<file path="src/rtl/bram_fifo_ctrl.sv">
// FWFT stream FIFO over a true dual-port BRAM (A = write, B = read); 2-entry output buffer hides read latency.
// Optional almost_full/almost_empty flags are enabled by defining BRAM_FIFO_ALMOST_FLAGS_EN.
module bram_fifo_ctrl #(
    parameter int RAM_WIDTH = 16,
    parameter int RAM_DEPTH = 1024
`ifdef BRAM_FIFO_ALMOST_FLAGS_EN
    ,
    parameter int AFULL_TH  = RAM_DEPTH - 4,
    parameter int AEMPTY_TH = 4
`endif
) (
    input  logic                           clk,
    input  logic                           rst,
    input  logic                           s_valid,
    output logic                           s_ready,
    input  logic [RAM_WIDTH-1:0]           s_data,
    output logic                           m_valid,
    input  logic                           m_ready,
    output logic [RAM_WIDTH-1:0]           m_data,
    output logic [$clog2(RAM_DEPTH+3)-1:0] level,
    output logic                           wr_ena,
    output logic [$clog2(RAM_DEPTH)-1:0]   addra,
    output logic [RAM_WIDTH-1:0]           dina,
    output logic                           rd_ena,
    output logic                           wr_enb,
    output logic [RAM_WIDTH-1:0]           dinb,
    output logic                           rd_enb,
    output logic [$clog2(RAM_DEPTH)-1:0]   addrb,
    input  logic [RAM_WIDTH-1:0]           doutb
`ifdef BRAM_FIFO_ALMOST_FLAGS_EN
    ,
    output logic                           almost_full,
    output logic                           almost_empty
`endif
);

    localparam int AW = $clog2(RAM_DEPTH);
    localparam int LW = $clog2(RAM_DEPTH + 3);
    localparam logic [AW:0] DEPTH_C = (AW+1)'(RAM_DEPTH);

    logic [AW-1:0]        wr_ptr;
    logic [AW-1:0]        rd_ptr;
    logic [AW:0]          bram_cnt;
    logic                 inflight;
    logic                 out_valid;
    logic                 skid_valid;
    logic [RAM_WIDTH-1:0] out_data;
    logic [RAM_WIDTH-1:0] skid_data;

    logic                 wr_acc;
    logic                 pop;
    logic                 issue;
    logic [1:0]           occ;

    assign s_ready = !rst && (bram_cnt < DEPTH_C);
    assign wr_acc  = s_valid && s_ready;
    assign pop     = out_valid && m_ready;

    // Words already owned by the output stage, counting the one the RAM is returning.
    assign occ   = {1'b0, out_valid} + {1'b0, skid_valid} + {1'b0, inflight};
    assign issue = !rst && (bram_cnt != '0) && (occ < (2'd2 + {1'b0, pop}));

    assign wr_ena = wr_acc;
    assign addra  = wr_ptr;
    assign dina   = s_data;
    assign rd_enb = issue;
    assign addrb  = rd_ptr;
    assign rd_ena = 1'b0;
    assign wr_enb = 1'b0;
    assign dinb   = '0;

    assign m_valid = out_valid;
    assign m_data  = out_data;
    assign level   = LW'(bram_cnt) + LW'(inflight) + LW'(out_valid) + LW'(skid_valid);

    always_ff @(posedge clk or posedge rst) begin
        if (rst) begin
            wr_ptr     <= '0;
            rd_ptr     <= '0;
            bram_cnt   <= '0;
            inflight   <= 1'b0;
            out_valid  <= 1'b0;
            skid_valid <= 1'b0;
            out_data   <= '0;
            skid_data  <= '0;
        end else begin
            if (wr_acc) wr_ptr <= wr_ptr + 1'b1;
            if (issue)  rd_ptr <= rd_ptr + 1'b1;

            case ({wr_acc, issue})
                2'b10:   bram_cnt <= bram_cnt + 1'b1;
                2'b01:   bram_cnt <= bram_cnt - 1'b1;
                default: bram_cnt <= bram_cnt;
            endcase

            inflight <= issue;

            if (pop) begin
                if (skid_valid) begin
                    out_data   <= skid_data;
                    skid_valid <= inflight;
                    if (inflight) skid_data <= doutb;
                end else if (inflight) begin
                    out_data <= doutb;
                end else begin
                    out_valid <= 1'b0;
                end
            end else if (inflight) begin
                if (!out_valid) begin
                    out_valid <= 1'b1;
                    out_data  <= doutb;
                end else begin
                    skid_valid <= 1'b1;
                    skid_data  <= doutb;
                end
            end
        end
    end

`ifdef BRAM_FIFO_ALMOST_FLAGS_EN
    localparam logic [LW-1:0] AFULL_C  = LW'(AFULL_TH);
    localparam logic [LW-1:0] AEMPTY_C = LW'(AEMPTY_TH);

    always_ff @(posedge clk or posedge rst) begin
        if (rst) begin
            almost_full  <= 1'b0;
            almost_empty <= 1'b1;
        end else begin
            almost_full  <= (level >= AFULL_C);
            almost_empty <= (level <= AEMPTY_C);
        end
    end
`endif

endmodule

</file>
<file path="config.mk">
export PLATFORM = sky130hd
export DESIGN_NAME = bram_fifo_ctrl
export DESIGN_NICKNAME = d
export VERILOG_FILES = /design/src/rtl/bram_fifo_ctrl.sv
export SDC_FILE = /design/constraint.sdc
export NUM_CORES = 1
export LEC_CHECK = 0
export BUFFER_PORTS_ARGS = -buffer_cell sky130_fd_sc_hd__buf_2
export CAP_MARGIN = 15
export CELL_PAD_IN_SITES_DETAIL_PLACEMENT = 1
export CELL_PAD_IN_SITES_GLOBAL_PLACEMENT = 1
export CORE_MARGIN = 5
export CORE_UTILIZATION = 42
export CTS_BUF_LIST = sky130_fd_sc_hd__clkbuf_16
export CTS_CLUSTER_SIZE = 28
export DETAILED_ROUTE_END_ITERATION = 16
export PLACE_DENSITY = 0.95
export SETUP_SLACK_MARGIN = 0.02
export SYNTH_ARGS = -nofsm -noshare
export SYNTH_HDL_FRONTEND = slang
export SYNTH_SLANG_ARGS = --single-unit
</file>
<file path="constraint.sdc">
create_clock -name clk -period 11.5 [get_ports clk]
set_input_delay 1.15 -clock clk [delete_from_list [all_inputs] [get_ports clk]]
set_output_delay 1.15 -clock clk [all_outputs]
set_load 0.02 [all_outputs]
</file>
==> results.sh, run 1 <==
export IMPL_path_clk_slew_ps=60
export IMPL_yosys_top_cells_count="dfrtp_1 (66), buf_4 (34), nand2_1 (32)"
export IMPL_setup_tns_ps=0
export IMPL_cellLeakagePower_nw=2.21
export IMPL_ys_warn_count=0
export IMPL_layout_min_cycle_time_ps=4420
export IMPL_detail_route_first_pass_iterations=4
export IMPL_timing_fmax_ghz=0.226
export IMPL_cp_cell_sequence="inv_1 > fa_1 > a31oi_1 > a311oi_2 > ha_1 > inv_1 > fa_1 > nor2b_4 > o31a_1 > o311a_4 > mux2_4 > a2111oi_1"
export IMPL_drt_initial_drc_count=66
export IMPL_syn_cell_area_mm2=0.00371
export IMPL_synth_ff_type="dfrtp_1"
export IMPL_place_area_mm2=0.00398
export IMPL_fp_dieH_um=104
export IMPL_rows=34
export IMPL_endpoint="bram_cnt[10]"
export IMPL_grt_max_degree=44
export IMPL_syn_to_final_growth_pct=16.5
export IMPL_path_class="reg -> reg"
export IMPL_max_cap_viol_count=0
export IMPL_cp_start_kind="flop"
export IMPL_synth_cells=345
export IMPL_hold_buffers=0
export IMPL_drive_above_1_share_pct=28.5
export IMPL_synth_top_area_share_pct=44.5
export IMPL_core_area_mm2=0.00868
export IMPL_die_area_mm2=0.0108
export IMPL_arrival_ps=4630
export IMPL_ys_seq_elements=66
export IMPL_worst_path_buf_inv=2
export IMPL_vdd_ir_drop_max_v=0.000132
export IMPL_clock_skew_ps=8.04
export IMPL_tightest_slew_ps=915
export IMPL_final_nets=456
export IMPL_slew_viol_final=0
export IMPL_rrSetupSlack_ps=7080
export IMPL_cts_buffers=9
export IMPL_hold_class="reg -> reg"
export IMPL_cp_num_cells=12
export IMPL_ys_types=47
export IMPL_io_pins=121
export IMPL_async_reset_ff_share_pct=100
export IMPL_dp_hpwl_mm=6.78
export IMPL_drt_vias_per_instance=5.31
export IMPL_start_util_pct=42.7
export IMPL_status="finished clean"
export IMPL_required_ps=11700
export IMPL_r2r_end="bram_cnt[10]"
export IMPL_synth_most_common_cell="dfrtp_1"
export IMPL_setup_viol=0
export IMPL_dieWidth_um=104
export IMPL_hold_viol=0
export IMPL_drc=0
export IMPL_route_antenna_remaining_nets=0
export IMPL_worst_slack_ps=7080
export IMPL_synth_edf_count=0
export IMPL_fin_area_mm2=0.00432
export IMPL_cp_slowest_cell="a311oi_2"
export IMPL_io_buffers=70
export IMPL_seq_area_frac_synth_pct=44.5
export IMPL_clock_root_buffer="clkbuf_16"
export IMPL_track_usage_pct=17.1
export IMPL_cts_tree="yes"
export IMPL_wl_mm=9.03
export IMPL_grt_first_pass_wirelength_mm=15.3
export IMPL_diodes=0
export IMPL_p_per_area_mw_per_mm2=338
export IMPL_yosysTopAreaCell="dfrtp_1"
export IMPL_crit_fanout=11
export IMPL_grt_ovfl_total=0
export IMPL_ctsResizeCount=0
export IMPL_insertion_delay_ps=330
export IMPL_holdPathStages=1
export IMPL_num_vias=2736
export IMPL_relSlewSlack_pct=38.9
export IMPL_gp_congestion=0.821
export IMPL_rsz0062_at_grt="no"
export IMPL_postLayoutCoreUtil_pct=49.8
export IMPL_wire_per_inst_um=17.5
export IMPL_synthTopCellsByArea="dfrtp_1 (45%), buf_4 (6.9%), mux2_2 (5.5%)"
export IMPL_cts_setup_buffers=0
export IMPL_fin_crit_sh_pct=38.4
export IMPL_cp_top_family="adder cells"
export IMPL_cts_sinks=66
export IMPL_r2r_cells=12
export IMPL_syn_avg_cell_area_um2=10.7
export IMPL_cp_slowest_stage_delay_ps=630
export IMPL_h_tree_depth=3
export IMPL_antenna_found_initial=0
export IMPL_grt_pass1_vias=2976
export IMPL_endpoint_kind="flop"
export IMPL_clk_path_buf_depth=2
export IMPL_pre_cts_ws_ps=6970
export IMPL_hp_start="addrb[9]"
export IMPL_rr_startpoint="m_valid"
export IMPL_startpoint="m_valid"
## flip-flops by register name, summed over array words and instances (netlist names)
name,count
addra,10
m_valid,1
skid_valid,1
skid_data,16
inflight,1
addrb,10
m_data,16
bram_cnt,11
## per-stage QoR
step                std cells  hold slack (ps)  power, mW
floorplan                 362              479      0.959
global placement          498              456       1.11
detailed placement        498              469       1.16
CTS                       514              482       1.47
global route              515              496       1.57
finish                    515              480       1.46
## where the power goes
group / switching, mW / total (mW) / leakage (nW) / internal, mW
sequential: 0.101 / 0.437 / 0.813 / 0.337
combinational: 0.432 / 0.726 / 1.25 / 0.294
clock: 0.105 / 0.296 / 0.149 / 0.191
## cells by family (layout without fill, tap and decap cells)
logic type,after synthesis,after routing,synth area share [%]
mux,36,36,10.5
flops,66,66,44.5
simple gates,82,82,11.1
buf+inv,53,98,8.91
compound gates,57,57,10.4
xor+xnor,32,32,7.56
other cells,1,18,0.101
fa+ha+maj,18,18,6.88
## how the worst min path moves through the flow
stage	endpoint
floorplan	skid_data[0]
global placement	m_data[9]
detailed placement	m_data[6]
CTS	m_data[6]
global route	addrb[9]
finish	addrb[9]
## final cells by class
type,count,area [um^2]
Clock buffer,9,225
Clock inverter,7,100
Fill cell,1003,4360
Inverter,10,37.5
Multi-Input combinational cell,243,1800
Sequential cell,66,1650
Tap cell,108,135
Timing Repair Buffer,72,373
## routing by layer
metal  share of wire [%]  vias to the layer above  GRT usage [%]
met1                  41                     1384           19.8
met4                 1.4                        0           5.18
met2                  53                       69           31.2
li1                    -                     1272              -
met5                   0                        -              0
met3                 4.8                       11           4.10
## cells in the final DEF (no fill, tap or decap), types with 10 or more instances in the layout
cell and n:
buf_2 70, conb_1 18, dfrtp_1 66, ha_1 14, mux2_2 18, mux2i_1 17
nand2_1 32, nand3_1 10, nor2_1 12, o21ai_0 25, xnor2_1 19, xor2_1 13
(Power assumes the default switching activity.)
==> run 2, diff against run 1 <==
Settings changed: CORE_UTILIZATION 42 to 35, PLACE_DENSITY 0.95 to 0.87.
Clock period 11.5 ns to 3.96 ns, I/O delays scaled along.
==> run 2 against run 1 <==
Global-route usage fell by 2.4 points. Routed wire length rose by 1.5%. Utilization fell by 7.2 points. Combinational power rose to 3.0 times the previous value. Worst setup slack got worse by 6900 ps. Critical path type unchanged.
==> results.sh, run 2 (synthesis gave the netlist of run 1 again) <==
export IMPL_num_vias=2764
export IMPL_io_pins=121
export IMPL_hp_start="doutb[5]"
export IMPL_cts_buffers=9
export IMPL_grt_pass1_vias=3012
export IMPL_cts_sinks=66
export IMPL_tightest_slew_ps=936
export IMPL_rsz0062_at_grt="no"
export IMPL_fp_dieH_um=113
export IMPL_dp_hpwl_mm=6.78
export IMPL_p_per_area_mw_per_mm2=974
export IMPL_antenna_found_initial=0
export IMPL_path_clk_slew_ps=60
export IMPL_vdd_ir_drop_max_v=0.000317
export IMPL_regArea_mm2=0.00165
export IMPL_cp_start_kind="flop"
export IMPL_core_area_mm2=0.0103
export IMPL_insertion_delay_ps=320
export IMPL_gp_congestion=0.848
export IMPL_cellLeakagePower_nw=2.24
export IMPL_cp_cell_sequence="inv_1 > fa_1 > a31oi_1 > a311oi_4 > ha_4 > inv_1 > fa_1 > nor2b_4 > o31a_1 > o311a_4 > mux2_4 > a2111oi_1"
export IMPL_grt_max_degree=44
export IMPL_die_area_mm2=0.0128
export IMPL_drt_vias_per_instance=5.04
export IMPL_fin_crit_sh_pct=94.7
export IMPL_cts_tree="yes"
export IMPL_cp_slowest_stage_delay_ps=560
export IMPL_timing_fmax_ghz=0.267
export IMPL_clock_skew_ps=5.47
export IMPL_hold_buffers=0
export IMPL_drc=0
export IMPL_cp_slowest_cell="fa_1"
export IMPL_wl_mm=9.17
export IMPL_drt_initial_drc_count=119
export IMPL_max_cap_viol_count=0
export IMPL_h_tree_depth=3
export IMPL_start_util_pct=35.9
export IMPL_dieWidth_um=113
export IMPL_rr_startpoint="m_valid"
export IMPL_crit_fanout=9
export IMPL_grt_ovfl_total=0
export IMPL_layout_cells_most_common_list="buf_2 (70), dfrtp_1 (66), nand2_1 (32), o21ai_0 (25), xnor2_1 (19)"
export IMPL_hold_class="in -> reg"
export IMPL_multi_input_area_mm2=0.00182
export IMPL_io_buffers=70
export IMPL_startpoint="m_valid"
export IMPL_n_fill_cell=1167
export IMPL_slew_viol_final=0
export IMPL_path_class="reg -> reg"
export IMPL_hold_viol=0
export IMPL_track_usage_pct=14.8
export IMPL_detail_route_first_pass_iterations=4
export IMPL_rows=37
export IMPL_final_nets=461
export IMPL_arrival_ps=3940
export IMPL_diodes=0
export IMPL_setup_tns_ps=0
export IMPL_layout_min_cycle_time_ps=3750
export IMPL_relSlewSlack_pct=37.4
export IMPL_grt_first_pass_wirelength_mm=15.2
export IMPL_drive_above_1_share_pct=28.9
export IMPL_wire_per_inst_um=16.7
export IMPL_setup_viol=0
export IMPL_status="finished clean"
export IMPL_syn_to_final_growth_pct=18.6
export IMPL_endpoint_kind="flop"
export IMPL_clock_root_buffer="clkbuf_16"
export IMPL_required_ps=4150
export IMPL_final_common_cell="buf_2"
export IMPL_route_antenna_remaining_nets=0
export IMPL_clk_path_buf_depth=2
export IMPL_total_power_mw=4.28
==> run 2: repair_timing <==
action	CTS	global route
endpoints found under the setup margin	0	1
gates resized for setup	0	0
setup buffers	0	3
==> run 2: critical path, delay by kind of cell (launching register included) <==
family / cells / cell delay, ps
DFF: 1 / 430
buffers and inverters: 2 / 250
adders and majority gates: 3 / 1260
AOI/OAI and AO/OA: 5 / 1230
and+or+nand+nor: 1 / 150
muxes: 1 / 300
==> run 2: path summary, 6_finish.rpt <==
check                                 to  slack (ps)  cells past startpoint
max                         bram_cnt[10]         210                     12
min                         skid_data[5]         330                      2
max reg2reg                 bram_cnt[10]         210                     12
min reg2reg                     addra[9]         470                      1
max in group asynchronous    bram_cnt[4]        2740                      3
min in group asynchronous  skid_data[15]         340                      2
==> run 2: area by class of cell <==
class / count / area share [%]
clock buffers: 9 / 5.12
clock inverters: 7 / 1.91
inverters: 10 / 0.853
multi-input cells: 243 / 41.4
flip-flops and latches: 66 / 37.5
well taps: 136 / 3.87
repair buffers: 77 / 9.33
==> run 2: where the power goes <==
group          total [mW]  switching, mW  internal [mW]
logic                2.18           1.28          0.903
clock network       0.826          0.283          0.543
registers            1.28          0.298          0.978
==> run 2: stage by stage <==
stage | util (%) | hold slack, ps | std cells | setup slack (ps) | cell area (um^2)
2_1_floorplan | - | 479 | 362 | 123 | 3800
3_3_place_gp | 39.3 | 456 | 528 | 419 | 4050
3_5_place_dp | 39.3 | 463 | 528 | 216 | 4050
4_1_cts | 42.2 | 313 | 544 | 171 | 4360
5_1_grt | 42.6 | 321 | 548 | 25.0 | 4400
6_report | 42.6 | 331 | 548 | 212 | 4400
==> run 2: routing by layer <==
metal	share of wire, %	vias up	track usage, %
met3	5.6	7	4.17
met1	43	1396	18.0
met5	0	-	0
li1	-	1285	-
met4	0.86	0	4.33
met2	50	76	25.4
==> run 3, diff against run 2 <==
Settings changed: CORE_MARGIN 5 to 2.
==> run 3 against run 2 <==
Global-route usage is 1.0 points higher. Via count shrank 0.51%. Sequential power hardly changed. Die area is 10% lower. First-iteration DRC count is 28% lower. Utilization shrank 0.32 points. Clock power is 7.6% lower. Largest cell class unchanged.
==> results.sh, run 3 (synthesis gave the netlist of run 1 again) <==
export IMPL_cp_num_cells=12
export IMPL_cp_slowest_stage_delay_ps=560
export IMPL_grt_ovfl_total=0
export IMPL_setup_tns_ps=0
export IMPL_r2r_cells=12
export IMPL_rsz0062_at_grt="no"
export IMPL_required_ps=4170
export IMPL_drive_above_1_share_pct=28.8
export IMPL_vdd_ir_drop_max_v=0.000326
export IMPL_core_area_mm2=0.0103
export IMPL_total_power_mw=4.20
export IMPL_worst_path_buf_inv=2
export IMPL_pre_cts_ws_ps=252
export IMPL_wl_mm=8.76
export IMPL_cts_sinks=66
export IMPL_n_fill_cell=1161
export IMPL_rows=37
export IMPL_cp_top_family="adder cells"
export IMPL_layout_cells_most_common_list="buf_2 (70), dfrtp_1 (66), nand2_1 (32), o21ai_0 (25), xnor2_1 (19)"
export IMPL_rrSetupSlack_ps=310
export IMPL_cp_cell_sequence="inv_1 > fa_1 > a31oi_1 > a311oi_4 > ha_4 > inv_1 > fa_1 > nor2b_4 > o31a_1 > o311a_4 > mux2_4 > a2111oi_2"
export IMPL_track_usage_pct=15.8
export IMPL_cts_setup_buffers=0
export IMPL_start_util_pct=35.9
export IMPL_dp_hpwl_mm=6.35
export IMPL_slew_viol_final=0
export IMPL_insertion_delay_ps=320
export IMPL_gp_congestion=0.843
export IMPL_hold_class="in -> async"
export IMPL_final_common_cell="buf_2"
export IMPL_grt_max_degree=36
export IMPL_layout_min_cycle_time_ps=3650
export IMPL_worst_slack_ps=311
export IMPL_setup_viol=0
export IMPL_hold_viol=0
export IMPL_max_cap_viol_count=0
export IMPL_cellLeakagePower_nw=2.22
export IMPL_antenna_found_initial=0
export IMPL_p_per_area_mw_per_mm2=962
export IMPL_drt_initial_drc_count=86
export IMPL_status="finished clean"
export IMPL_path_class="reg -> reg"
export IMPL_timing_fmax_ghz=0.274
export IMPL_io_pins=121
export IMPL_num_vias=2750
export IMPL_crit_fanout=11
export IMPL_cts_tree="yes"
export IMPL_die_area_mm2=0.0114
export IMPL_rr_startpoint="m_valid"
export IMPL_clk_path_buf_depth=2
export IMPL_dieWidth_um=107
export IMPL_grt_pass1_vias=2827
export IMPL_dp_cells=529
export IMPL_grt_first_pass_wirelength_mm=14.1
export IMPL_path_clk_slew_ps=60
export IMPL_cp_start_kind="flop"
export IMPL_clock_root_buffer="clkbuf_16"
export IMPL_final_nets=459
export IMPL_io_buffers=70
export IMPL_drc=0
export IMPL_tightest_slew_ps=933
export IMPL_route_antenna_remaining_nets=0
export IMPL_instances_no_fill=546
export IMPL_diodes=0
export IMPL_fin_crit_sh_pct=92.1
export IMPL_fp_dieH_um=107
export IMPL_wire_per_inst_um=16.0
export IMPL_drt_vias_per_instance=5.04
export IMPL_syn_to_final_growth_pct=17.7
export IMPL_h_tree_depth=3
export IMPL_arrival_ps=3860
export IMPL_relSlewSlack_pct=37.6
export IMPL_clock_skew_ps=5.15
export IMPL_detail_route_first_pass_iterations=4
export IMPL_r2r_end="bram_cnt[10]"
export IMPL_endpoint_kind="flop"
export IMPL_cts_buffers=9
export IMPL_cp_slowest_cell="fa_1"
[run 3: cell types whose count changed in the layout (fill, tap and decap cells not counted), sizes merged]
cell / previous run / this run
buf: 77 / 75
clkinv: 4 / 3
inv: 10 / 11
bufinv: 2 / 1
clkinvlp: 1 / 2
[run 3: report_power, final]
part | switching (mW) | internal [mW]
Combinational | 1.28 | 0.892
Clock | 0.284 | 0.479
Sequential | 0.288 | 0.978
Total | 1.85 | 2.35
[run 3: through the flow]
step                      instance area, um^2  utilization (%)  hold slack [ps]
after global routing                     4370             42.3              317
after floorplan                          3800                -              479
after global placement                   4060             39.3              456
after detailed placement                 4060             39.3              464
final                                    4370             42.3              259
after CTS                                4350             42.1              289
[run 3: how the worst max path moves through the flow]
stage,startpoint,endpoint,slack [ps]
6_report,m_valid,bram_cnt[10],310
5_1_grt,m_valid,bram_cnt[10],100
3_3_place_gp,m_valid,bram_cnt[10],430
2_1_floorplan,m_valid,bram_cnt[10],120
4_1_cts,m_valid,bram_cnt[10],230
3_5_place_dp,m_valid,bram_cnt[10],250
[run 3: timing repair]
| item | CTS | global route |
|---|---|---|
| endpoints found under the setup margin | 0 | 1 |
| gates resized for setup | 0 | 1 |
| hold buffers | 0 | 0 |
[run 3: worst reg2reg max path: cells and delay by family (launching register included)]
| family | cells | cell delay (ps) |
|---|---|---|
| simple gates | 1 | 140 |
| buf+inv | 2 | 270 |
| mux | 1 | 300 |
| fa+ha+maj | 3 | 1290 |
| flops | 1 | 430 |
| compound gates | 5 | 1110 |
[run 3: metal layers]
metal  up-vias  wire, um  global-route usage, %
met5         -         0                      0
met3        12       431                   4.01
li1       1281         -                      -
met1      1385      3870                   19.7
met2        72      4330                   26.9
met4         0       132                   4.82
[run 3: area by class of cell]
class / count / area, um^2 / area share [%]
multi-input cells: 243 / 1830 / 41.8
flip-flops and latches: 66 / 1650 / 37.8
repair buffers: 75 / 395 / 9.05
clock buffers: 9 / 225 / 5.16
well taps: 136 / 170 / 3.90
clock inverters: 7 / 61.3 / 1.40
inverters: 10 / 37.5 / 0.860
